File: src/rtl/tx_hb_interp_if.sv
`default_nettype none
// ---------------------------------------------------------------------------
// tx_hb_interp_if : input/output stream handshakes of the Tx half-band stage
// Rev 1.0
// ---------------------------------------------------------------------------
interface tx_hb_interp_if #(
  parameter int DATA_W = 10,
  parameter int OUT_W  = 12
);
  logic                     in_valid;
  logic                     in_ready;
  logic signed [DATA_W-1:0] in_data;
  logic                     out_valid;
  logic                     out_ready;
  logic signed [OUT_W-1:0]  out_data;

  // slave = the interpolator itself, master = the surrounding source/sink
  modport slave (
    input  in_valid, in_data, out_ready,
    output in_ready, out_valid, out_data
  );

  modport master (
    output in_valid, in_data, out_ready,
    input  in_ready, out_valid, out_data
  );
endinterface
`default_nettype wire

File: src/rtl/tx_hb_interp.sv
`default_nettype none
// ---------------------------------------------------------------------------
// tx_hb_interp : half-band interpolate-by-2, 10-tap FIR phase + pure-delay phase
// Rev 1.0
// ---------------------------------------------------------------------------
module tx_hb_interp #(
  parameter int DATA_W = 10,
  parameter int OUT_W  = 12,
  parameter int C0     = 1,
  parameter int C1     = -4,
  parameter int C2     = 13,
  parameter int C3     = -40,
  parameter int C4     = 158
) (
  input  wire logic     clk,
  input  wire logic     rst,
  tx_hb_interp_if.slave bus
);

  localparam int NTAP  = 10;
  localparam int ACC_W = (DATA_W + 10 > OUT_W + 1) ? DATA_W + 10 : OUT_W + 1;

  localparam logic signed [ACC_W-1:0] COEF [NTAP] = '{
    ACC_W'(C0), ACC_W'(C1), ACC_W'(C2), ACC_W'(C3), ACC_W'(C4),
    ACC_W'(C4), ACC_W'(C3), ACC_W'(C2), ACC_W'(C1), ACC_W'(C0)
  };

  localparam logic signed [ACC_W-1:0] SAT_MAX = {{(ACC_W-OUT_W+1){1'b0}}, {(OUT_W-1){1'b1}}};
  localparam logic signed [ACC_W-1:0] SAT_MIN = ~SAT_MAX;

  typedef enum logic {
    EVEN = 1'b0,
    ODD  = 1'b1
  } phase_e;

  phase_e                   phase_q, phase_d;
  logic                     out_valid_q, out_valid_d;
  logic signed [OUT_W-1:0]  out_data_q, out_data_d;
  logic signed [DATA_W-1:0] tap_q [NTAP];
  logic signed [DATA_W-1:0] tap_d [NTAP];

  logic signed [ACC_W-1:0]  acc;
  logic signed [ACC_W-1:0]  rnd;
  logic signed [OUT_W-1:0]  even_s;
  logic signed [OUT_W-1:0]  odd_s;
  logic                     in_ready;
  logic                     in_fire;
  logic                     out_fire;

  // Even sample uses the incoming sample plus pre-shift taps d0..d8.
  always_comb begin
    acc = COEF[0] * ACC_W'(bus.in_data);
    for (int k = 1; k < NTAP; k++) begin
      acc = acc + COEF[k] * ACC_W'(tap_q[k-1]);
    end
    rnd = (acc + ACC_W'(128)) >>> 8;
    if (rnd > SAT_MAX) begin
      even_s = SAT_MAX[OUT_W-1:0];
    end else if (rnd < SAT_MIN) begin
      even_s = SAT_MIN[OUT_W-1:0];
    end else begin
      even_s = rnd[OUT_W-1:0];
    end
  end

  assign odd_s    = OUT_W'(tap_q[4]);
  // Accept a new sample while the odd sample is being consumed: no bubble.
  assign in_ready = !out_valid_q || (phase_q == ODD && bus.out_ready);
  assign in_fire  = bus.in_valid && in_ready;
  assign out_fire = out_valid_q && bus.out_ready;

  always_comb begin
    phase_d     = phase_q;
    out_valid_d = out_valid_q;
    out_data_d  = out_data_q;
    tap_d       = tap_q;
    if (in_fire) begin
      tap_d[0] = bus.in_data;
      for (int k = 1; k < NTAP; k++) begin
        tap_d[k] = tap_q[k-1];
      end
      out_valid_d = 1'b1;
      out_data_d  = even_s;
      phase_d     = EVEN;
    end else if (out_fire) begin
      if (phase_q == EVEN) begin
        out_data_d = odd_s;
        phase_d    = ODD;
      end else begin
        out_valid_d = 1'b0;
        phase_d     = EVEN;
      end
    end
  end

  always_ff @(posedge clk) begin
    if (rst) begin
      phase_q     <= EVEN;
      out_valid_q <= 1'b0;
      out_data_q  <= '0;
      for (int k = 0; k < NTAP; k++) begin
        tap_q[k] <= '0;
      end
    end else begin
      phase_q     <= phase_d;
      out_valid_q <= out_valid_d;
      out_data_q  <= out_data_d;
      tap_q       <= tap_d;
    end
  end

  assign bus.in_ready  = in_ready;
  assign bus.out_valid = out_valid_q;
  assign bus.out_data  = out_data_q;

endmodule
`default_nettype wire

File: src/flat_wrapper.sv
// flat-port wrapper written by rule: the top's interface ports become plain ports
module tx_hb_interp_flat 
#(
  parameter int DATA_W = 10,
  parameter int OUT_W  = 12,
  parameter int C0     = 1,
  parameter int C1     = -4,
  parameter int C2     = 13,
  parameter int C3     = -40,
  parameter int C4     = 158
)
  (clk, rst, bus_in_valid, bus_in_data, bus_out_ready, bus_in_ready, bus_out_valid, bus_out_data);
  tx_hb_interp_if #(.DATA_W(DATA_W), .OUT_W(OUT_W)) bus_i ();
  input  wire logic clk;
  input  wire logic rst;
  input wire logic [$bits(bus_i.in_valid)-1:0] bus_in_valid;
  input wire logic [$bits(bus_i.in_data)-1:0] bus_in_data;
  input wire logic [$bits(bus_i.out_ready)-1:0] bus_out_ready;
  output wire logic [$bits(bus_i.in_ready)-1:0] bus_in_ready;
  output wire logic [$bits(bus_i.out_valid)-1:0] bus_out_valid;
  output wire logic [$bits(bus_i.out_data)-1:0] bus_out_data;
  assign bus_i.in_valid = bus_in_valid;
  assign bus_i.in_data = bus_in_data;
  assign bus_i.out_ready = bus_out_ready;
  assign bus_in_ready = bus_i.in_ready;
  assign bus_out_valid = bus_i.out_valid;
  assign bus_out_data = bus_i.out_data;
  tx_hb_interp #(.DATA_W(DATA_W), .OUT_W(OUT_W), .C0(C0), .C1(C1), .C2(C2), .C3(C3), .C4(C4)) u_core (.clk(clk), .rst(rst), .bus(bus_i));
endmodule
File: config.mk
export PLATFORM = sky130hd
export DESIGN_NAME = tx_hb_interp_flat
export DESIGN_NICKNAME = d
export VERILOG_FILES = /design/src/rtl/tx_hb_interp_if.sv /design/src/rtl/tx_hb_interp.sv /design/src/flat_wrapper.sv
export SDC_FILE = /design/constraint.sdc
export NUM_CORES = 1
export LEC_CHECK = 0
export CAP_MARGIN = 20
export CORE_ASPECT_RATIO = 1.75
export CORE_MARGIN = 2
export CORE_UTILIZATION = 45
export CTS_BUF_LIST = sky130_fd_sc_hd__clkbuf_2
export CTS_CLUSTER_SIZE = 20
export DETAILED_ROUTE_END_ITERATION = 6
export PLACE_DENSITY = 0.61
export SKIP_CTS_REPAIR_TIMING = 1
export SYNTH_ARGS = -nofsm -noshare
export SYNTH_HDL_FRONTEND = slang
export SYNTH_SLANG_ARGS = --single-unit
File: constraint.sdc
create_clock -name clk -period 10.49 [get_ports clk]
set_input_delay 2.098 -clock clk [delete_from_list [all_inputs] [get_ports clk]]
set_output_delay 2.098 -clock clk [all_outputs]
set_load 0.02 [all_outputs]
==> flow_summary.json <==
{
  "met2_length_mm": 20.31,
  "max_freq_ghz": 0.1156,
  "ys_seq_area_share_pct": 13.45,
  "power.share.clock_pct": 12.3,
  "ys_top_cells_by_area": "fa_1, ha_1, dfxtp_1",
  "worst_path_dominant_cell_family": "adder cells",
  "dieArea_sq_mm": 0.03595,
  "root_buffer": "clkbuf_2",
  "ant_nets": 0,
  "regArea_sq_mm": 0.002082,
  "synth_adder_area_share_pct": 47.39,
  "antenna_found_initial": 1,
  "final_nets": 2252,
  "fillers": 3325,
  "die_y_um": 249.3,
  "cpMaxStageDelayCell": "dfxtp_1",
  "max_stage_delay_ns": 0.62,
  "highest_layer": "met4",
  "endpoint_kind": "flip-flop",
  "dr_wl_met3_mm": 1.154,
  "synth_flop_cell": "dfxtp_1",
  "finalSetupTns_ns": 0,
  "io_pins": 28,
  "synth-async-reset-ratio_pct": 0,
  "synth_mux_area_share_pct": 0.5498,
  "path_max_fanout": 7,
  "power_leakage_nw": 8.321,
  "hold_path_class": "reg -> reg",
  "fin_crit_ns": 8.651,
  "drt_first_pass_iters": 6,
  "grt_pass1_wl_mm": 62.18,
  "path_clk_slew_ns": 0.32,
  "drc_errors": 0,
  "power_frac_seq_pct": 24.0,
  "numCtsBuffers": 9,
  "status": "finished clean",
  "dp_hpwl_mm": 31.78,
  "dr.first_iter.drc_count": 655,
  "drv_cap": 0,
  "grt-ovfl-total": 0,
  "start_util_pct": 45.72,
  "worst-path-buf-inv": 4,
  "drive_gt1_share_pct": 2.126,
  "synth_area_sq_mm": 0.01548,
  "grt_pass1_vias": 12121,
  "tightestPinTransition_ns": 1.078,
  "avgViaCountPerCell": 5.124,
  "worst-endpoint-arrival_ns": 9.36,
  "rsz0062_at_grt": "no",
  "synthXorXnorAreaFrac_pct": 6.419,
  "synth_compound_area_share_pct": 9.839,
  "place.gp.congestion": 0.8669,
  "wirelength_met1_mm": 14.05,
  "crit_path_start_kind": "flip-flop",
  "syn_inst": 1779,
  "hold_viol": 0,
  "synth_top_family_by_area": "adder cells",
  "crit_required_ns": 11.20,
  "reg2regPathDepth": 30,
  "p_int_mw": 0.9732,
  "yosys.area.top_type": "fa_1",
  "p_switching_mw": 0.8287,
  "area_growth_pct": 5.538,
  "whs_ns": 0.4762,
  "synth_seq_cells": 104,
  "synthesis.nets": 2249,
  "ff2ff_setup_slack_ns": 1.84,
  "syn_avg_cell_area_sq_um": 8.699,
  "grt_max_degree": 91,
  "clockBufferDepth": 2,
  "synth_edf_count": 0,
  "cts_max_level": 3,
  "tritoncts": "done",
  "whs_path_depth": 2,
  "max_slew_margin_pct": 28.12,
  "synth_top_area_share_pct": 28.07,
  "port_buffers": 27,
  "ys_warn_count": 0,
  "row_count": 89,
  "timing.rr.start": "u_core.odd_s[0]",
  "wl_per_cell_um": 16.99,
  "setup_violations": 0,
  "maxSlewViolCount": 0,
  "drt-total-wl_mm": 38.12,
  "min_to": "u_core.tap_q[11]",
  "grt_usage_pct": 22.77,
  "multi_input_area_sq_mm": 0.01162,
  "worst_clock_skew_ns": 0.02669,
  "dieWidth_um": 144.2,
  "insertion_delay_ns": 0.77,
  "r2r-end": "u_core.bus.out_data[11]",
  "cpMostUsedCell": "fa_1",
  "num_vias": 11493,
  "peakVddDrop_v": 0.0001228,
  "period_share_pct": 82.46,
  "worst-setup-path-type": "reg -> reg",
  "synth_cell_types": 60,
  "synth-simple-area-share_pct": 10.80,
  "pwr-share-comb_pct": 63.6,
  "coreArea_sq_mm": 0.03385,
  "cts.sinks": 104,
  "cp.depth": 30,
  "power_density_mw_per_mm2": 110.3,
  "hp-start": "u_core.tap_q[11]",
  "switching_share_pct": 45.99
}
## per-stage QoR
stage               util, %  setup slack [ns]  instance area, sq um  cells  power, mW
floorplan                 -             2.465                 15480   1779      1.315
CTS                   48.24             1.857                 16330   2242      1.823
global placement      47.87             2.105                 16210   2226      1.568
finish                48.25             1.839                 16330   2243      1.802
global route          48.25             1.305                 16330   2243      1.990
detailed placement    47.87             1.928                 16210   2226      1.591
## power by group through the flow
stage	Sequential (mW)	Clock, mW	Combinational [mW]
after floorplan	0.445	0	0.869
after global placement	0.439	0	1.13
after detailed placement	0.439	0	1.15
after CTS	0.433	0.228	1.16
after global routing	0.435	0.240	1.32
final	0.433	0.222	1.15
## kinds of logic (layout without fill, tap and decap cells)
| logic type | after synthesis | in the layout |
|---|---|---|
| other | 0 | 1 |
| adder cells (fa/ha/maj) | 456 | 456 |
| flip-flops | 104 | 104 |
| buffers and inverters | 476 | 484 |
| AO/OA/AOI/OAI | 252 | 252 |
| AND/OR/NAND/NOR | 372 | 372 |
| multiplexers | 8 | 8 |
| XOR/XNOR | 111 | 111 |
## layout by cell type (no fill, tap or decap), types with 4 or more instances in the layout
| cell type | instances |
|---|---|
| inv_1 | 437 |
| ha_1 | 239 |
| nand2_1 | 229 |
| fa_1 | 217 |
| a21oi_1 | 137 |
| dfxtp_1 | 104 |
| xnor2_1 | 85 |
| nor2_1 | 43 |
| clkdlybuf4s50_1 | 26 |
| o21ai_0 | 25 |
| xor2_1 | 24 |
| nor3_1 | 20 |
| o21bai_1 | 15 |
| a21o_1 | 13 |
| nor2b_1 | 12 |
| nand3_1 | 11 |
| nand2b_1 | 9 |
| clkbuf_2 | 9 |
| a21boi_0 | 7 |
| nor4_1 | 7 |
| o21a_1 | 7 |
| and3_1 | 6 |
| a222oi_1 | 6 |
| a211oi_1 | 5 |
| a22oi_1 | 5 |
| buf_4 | 5 |
| mux2i_1 | 4 |
| nor4b_1 | 4 |
| a31oi_1 | 4 |
| or3_1 | 4 |
| mux2_2 | 4 |
## worst max path at each step
| stage | slack, ns | endpoint | start |
|---|---|---|---|
| after global routing | 1.31 | u_core.bus.out_data[11] | u_core.odd_s[0] |
| after global placement | 2.10 | u_core.bus.out_data[11] | u_core.tap_q[66] |
| after detailed placement | 1.93 | u_core.bus.out_data[11] | u_core.tap_q[60] |
| after CTS | 1.86 | u_core.bus.out_data[11] | u_core.tap_q[60] |
| after floorplan | 2.46 | u_core.bus.out_data[11] | u_core.tap_q[60] |
| final | 1.84 | u_core.bus.out_data[11] | u_core.odd_s[0] |
## cells in the mapped netlist (all sizes together) (3+ instances only)
library cell and n:
mux2i 4, and3 6, nand2 230, or4 3
clkbuf 38, nor2 43, o22ai 3, a21o 13
nor4b 4, and2 3, a21boi 7, xnor2 86
a222oi 6, or2 3, and4 3, xor2 24
nand3 11, nor4 7, a22oi 5, or3 4
a21oi 137, o21ai 26, nor2b 13, nand4b 3
o311ai 3, fa 217, o21a 7, nor4bb 3
inv 437, mux2 4, ha 239, nand2b 9
nor3 20, a211o 3, a31oi 4, o21bai 15
nand4 3, dfxtp 104, a211oi 5
## state kept, by name, indices dropped and copies added, names as in the netlist
register	count
u_core.bus.out_valid	1
u_core.odd_s	10
u_core.bus.out_data	12
u_core.tap_q	80
u_core.phase_q	1
## worst reg2reg max path: cells and delay by family, from the launching register on
family / cells / cell delay [ns]
and+or+nand+nor: 2 / 0.34
AOI/OAI and AO/OA: 12 / 2.28
xor gates and xnor gates: 1 / 0.37
adders and majority gates: 11 / 4.77
DFF: 1 / 0.62
buffers and inverters: 4 / 0.22
## final cells by class
type / count / area share, %
multi-input cells: 1199 / 71.13
flip-flops and latches: 104 / 12.75
inverters: 437 / 10.04
well taps: 455 / 3.486
repair buffers: 31 / 1.823
clock inverters: 7 / 0.4826
clock buffers: 9 / 0.2758
diodes: 1 / 0.01532
## metal layers
metal	vias to the layer above	global-route usage, %
met4	0	13.59
met2	224	41.50
met3	93	2.672
met1	5614	24.75
li1	5562	-
met5	-	0
No activity file was read; power rests on OpenSTA's default activity.
==> variant, RTL diff (config.mk and constraints unchanged) <==
`OUT_W` is set to 12 in 3 places; all go to 16.
--- a/src/rtl/tx_hb_interp_if.sv
+++ b/src/rtl/tx_hb_interp_if.sv
@@ -5,7 +5,7 @@
 // ---------------------------------------------------------------------------
 interface tx_hb_interp_if #(
   parameter int DATA_W = 10,
-  parameter int OUT_W  = 12
+  parameter int OUT_W  = 16
 );
   logic                     in_valid;
   logic                     in_ready;
--- a/src/rtl/tx_hb_interp.sv
+++ b/src/rtl/tx_hb_interp.sv
@@ -5,7 +5,7 @@
 // ---------------------------------------------------------------------------
 module tx_hb_interp #(
   parameter int DATA_W = 10,
-  parameter int OUT_W  = 12,
+  parameter int OUT_W  = 16,
   parameter int C0     = 1,
   parameter int C1     = -4,
   parameter int C2     = 13,
--- a/src/flat_wrapper.sv
+++ b/src/flat_wrapper.sv
@@ -2,7 +2,7 @@
 module tx_hb_interp_flat 
 #(
   parameter int DATA_W = 10,
-  parameter int OUT_W  = 12,
+  parameter int OUT_W  = 16,
   parameter int C0     = 1,
   parameter int C1     = -4,
   parameter int C2     = 13,
Ports: changed (resized bus_out_data); port bits go from 28 to 32. No check against the original RTL was run, so the function may have changed too.
==> variant against the unedited design <==
- the flow now finishes with violations (design-rule violations)
- die area is 0.46% lower
- design area shrank 0.79%
- sequential cell count unchanged
- clock skew grew 23 ps
- area after synthesis down 0.47%
- routed wire length rose by 0.20%
- largest cell class unchanged
- worst hold slack better by 7.6 ps
- core utilization decreased by 0.22 points
- total power is 4.5% higher
- critical endpoint is now u_core.bus.out_data[14]
- setup slack improved by 80 ps
==> variant: results (changes against the unedited design) <==
* Status: finished, violations left
* # port buffers at 31 (+15%)
* Violated checks: design-rule violations
* Core Box Area at 0.0337 mm2 (-0.33%)
* Register area share after synthesis at 0.135 (+0.000634)
* Initial detailed-routing violation count at 520 (-21%)
* Final wirelength at 38.2 mm (+0.20%)
* DP Area at 0.0161 mm2 (-0.62%)
* Area contributors post-synth: fa_1, ha_1, dfxtp_1
* Vias in the first global route at 11.6k (-4.0%)
* DR pass1 iterations at 7 (+1)
* Capture point of the worst reg-to-reg path: u_core.bus.out_data[14]
* DP Wirelength at 31.7 mm (-0.23%)
* Footprint of the multi-input gates at 0.0115 mm2 (-0.79%)
* Worst-skew pair later-pin latency at 790 ps (+20 ps)
* Worst-path clk slew at 340 ps (+20 ps)
* Period Utilization, post-route at 0.817 (-0.00764)
* Hold_sp: u_core.tap_q[17]
* Layout cells sized above 1 at 0.0245 (+0.00324)
* Final #Nets at 2,220 (-1.4%)
* DR vias at 11.2k (-2.6%)
* CP max stage delay at 580 ps (-40 ps)
* Setup WS pre-CTS at 2010 ps (+83.4 ps)
* Worst Reg-to-Reg Cells at 31 (+3.3%)
* Tot GR Track Use at 0.226 (-0.00194)
* Static leakage at 8.26 nW (-0.75%)
* Worst vdd ir at 0.000160 V (+30%)
* CP Data Arrival Time at 9310 ps (-50 ps)
* # fillers at 3,327 (+0.060%)
* Via density at 5.06 (-1.3%)
* Worst Hold Endpoint: u_core.tap_q[17]
* DR DRC count at 4 (+4)
* Top post-synthesis cells by count: inv_1, ha_1, fa_1
* Post-Syn Area per Cell at 8.81 um2 (+1.3%)
* Setup Skew at 49.3 ps (+22.6 ps)
* Worst hold slack at 484 ps (+7.57 ps)
* First-pass GRT wire length at 61.5 mm (-1.1%)
* GP Congestion at 0.870 (+0.40%)
==> variant: changes by cell type after synthesis, moves of 6 or more <==
cell,unedited run,this run
nand2_1,230,210
inv_1,437,424
nand2b_1,9,2
a31oi_1,4,10
nor2_1,43,50
o21ai_0,26,16
xnor2_1,85,92
==> variant: final cells by class <==
type                    instances  area share
repair buffers                 35      0.0208
diodes                          2    0.000309
well taps                     455      0.0351
clock inverters                 7     0.00293
multi-input cells            1176       0.711
flip-flops and latches        104       0.128
clock buffers                   9     0.00278
inverters                     424      0.0982
==> variant: cell families after synthesis <==
| family | after synthesis | synth area share |
|---|---|---|
| xor+xnor | 121 | 0.0693 |
| fa+ha+maj | 456 | 0.476 |
| compound gates | 234 | 0.0920 |
| flops | 104 | 0.135 |
| mux | 8 | 0.00552 |
| simple gates | 357 | 0.105 |
| buf+inv | 468 | 0.117 |
==> variant: power breakdown <==
| part | total (mW) | switching [mW] | internal (mW) |
|---|---|---|---|
| Clock | 0.198 | 0.166 | 0.0318 |
| Combinational | 1.25 | 0.719 | 0.533 |
| Sequential | 0.434 | 0.0195 | 0.414 |
==> variant: worst max path at each step <==
stage	start	end	cells past startpoint
after floorplan	u_core.odd_s[0]	u_core.bus.out_data[14]	31
after global placement	u_core.odd_s[0]	u_core.bus.out_data[14]	31
after detailed placement	u_core.odd_s[0]	u_core.bus.out_data[14]	31
after CTS	u_core.odd_s[0]	u_core.bus.out_data[14]	31
after global routing	u_core.odd_s[0]	u_core.bus.out_data[14]	31
final	u_core.odd_s[0]	u_core.bus.out_data[14]	31
==> variant: metal layers <==
layer | vias to the layer above | wire [um] | global-route usage
met5 | - | 0 | 0
met4 | 0 | 2230 | 0.122
met3 | 73 | 891 | 0.0225
met2 | 178 | 20700 | 0.414
met1 | 5489 | 14400 | 0.251
li1 | 5450 | - | -
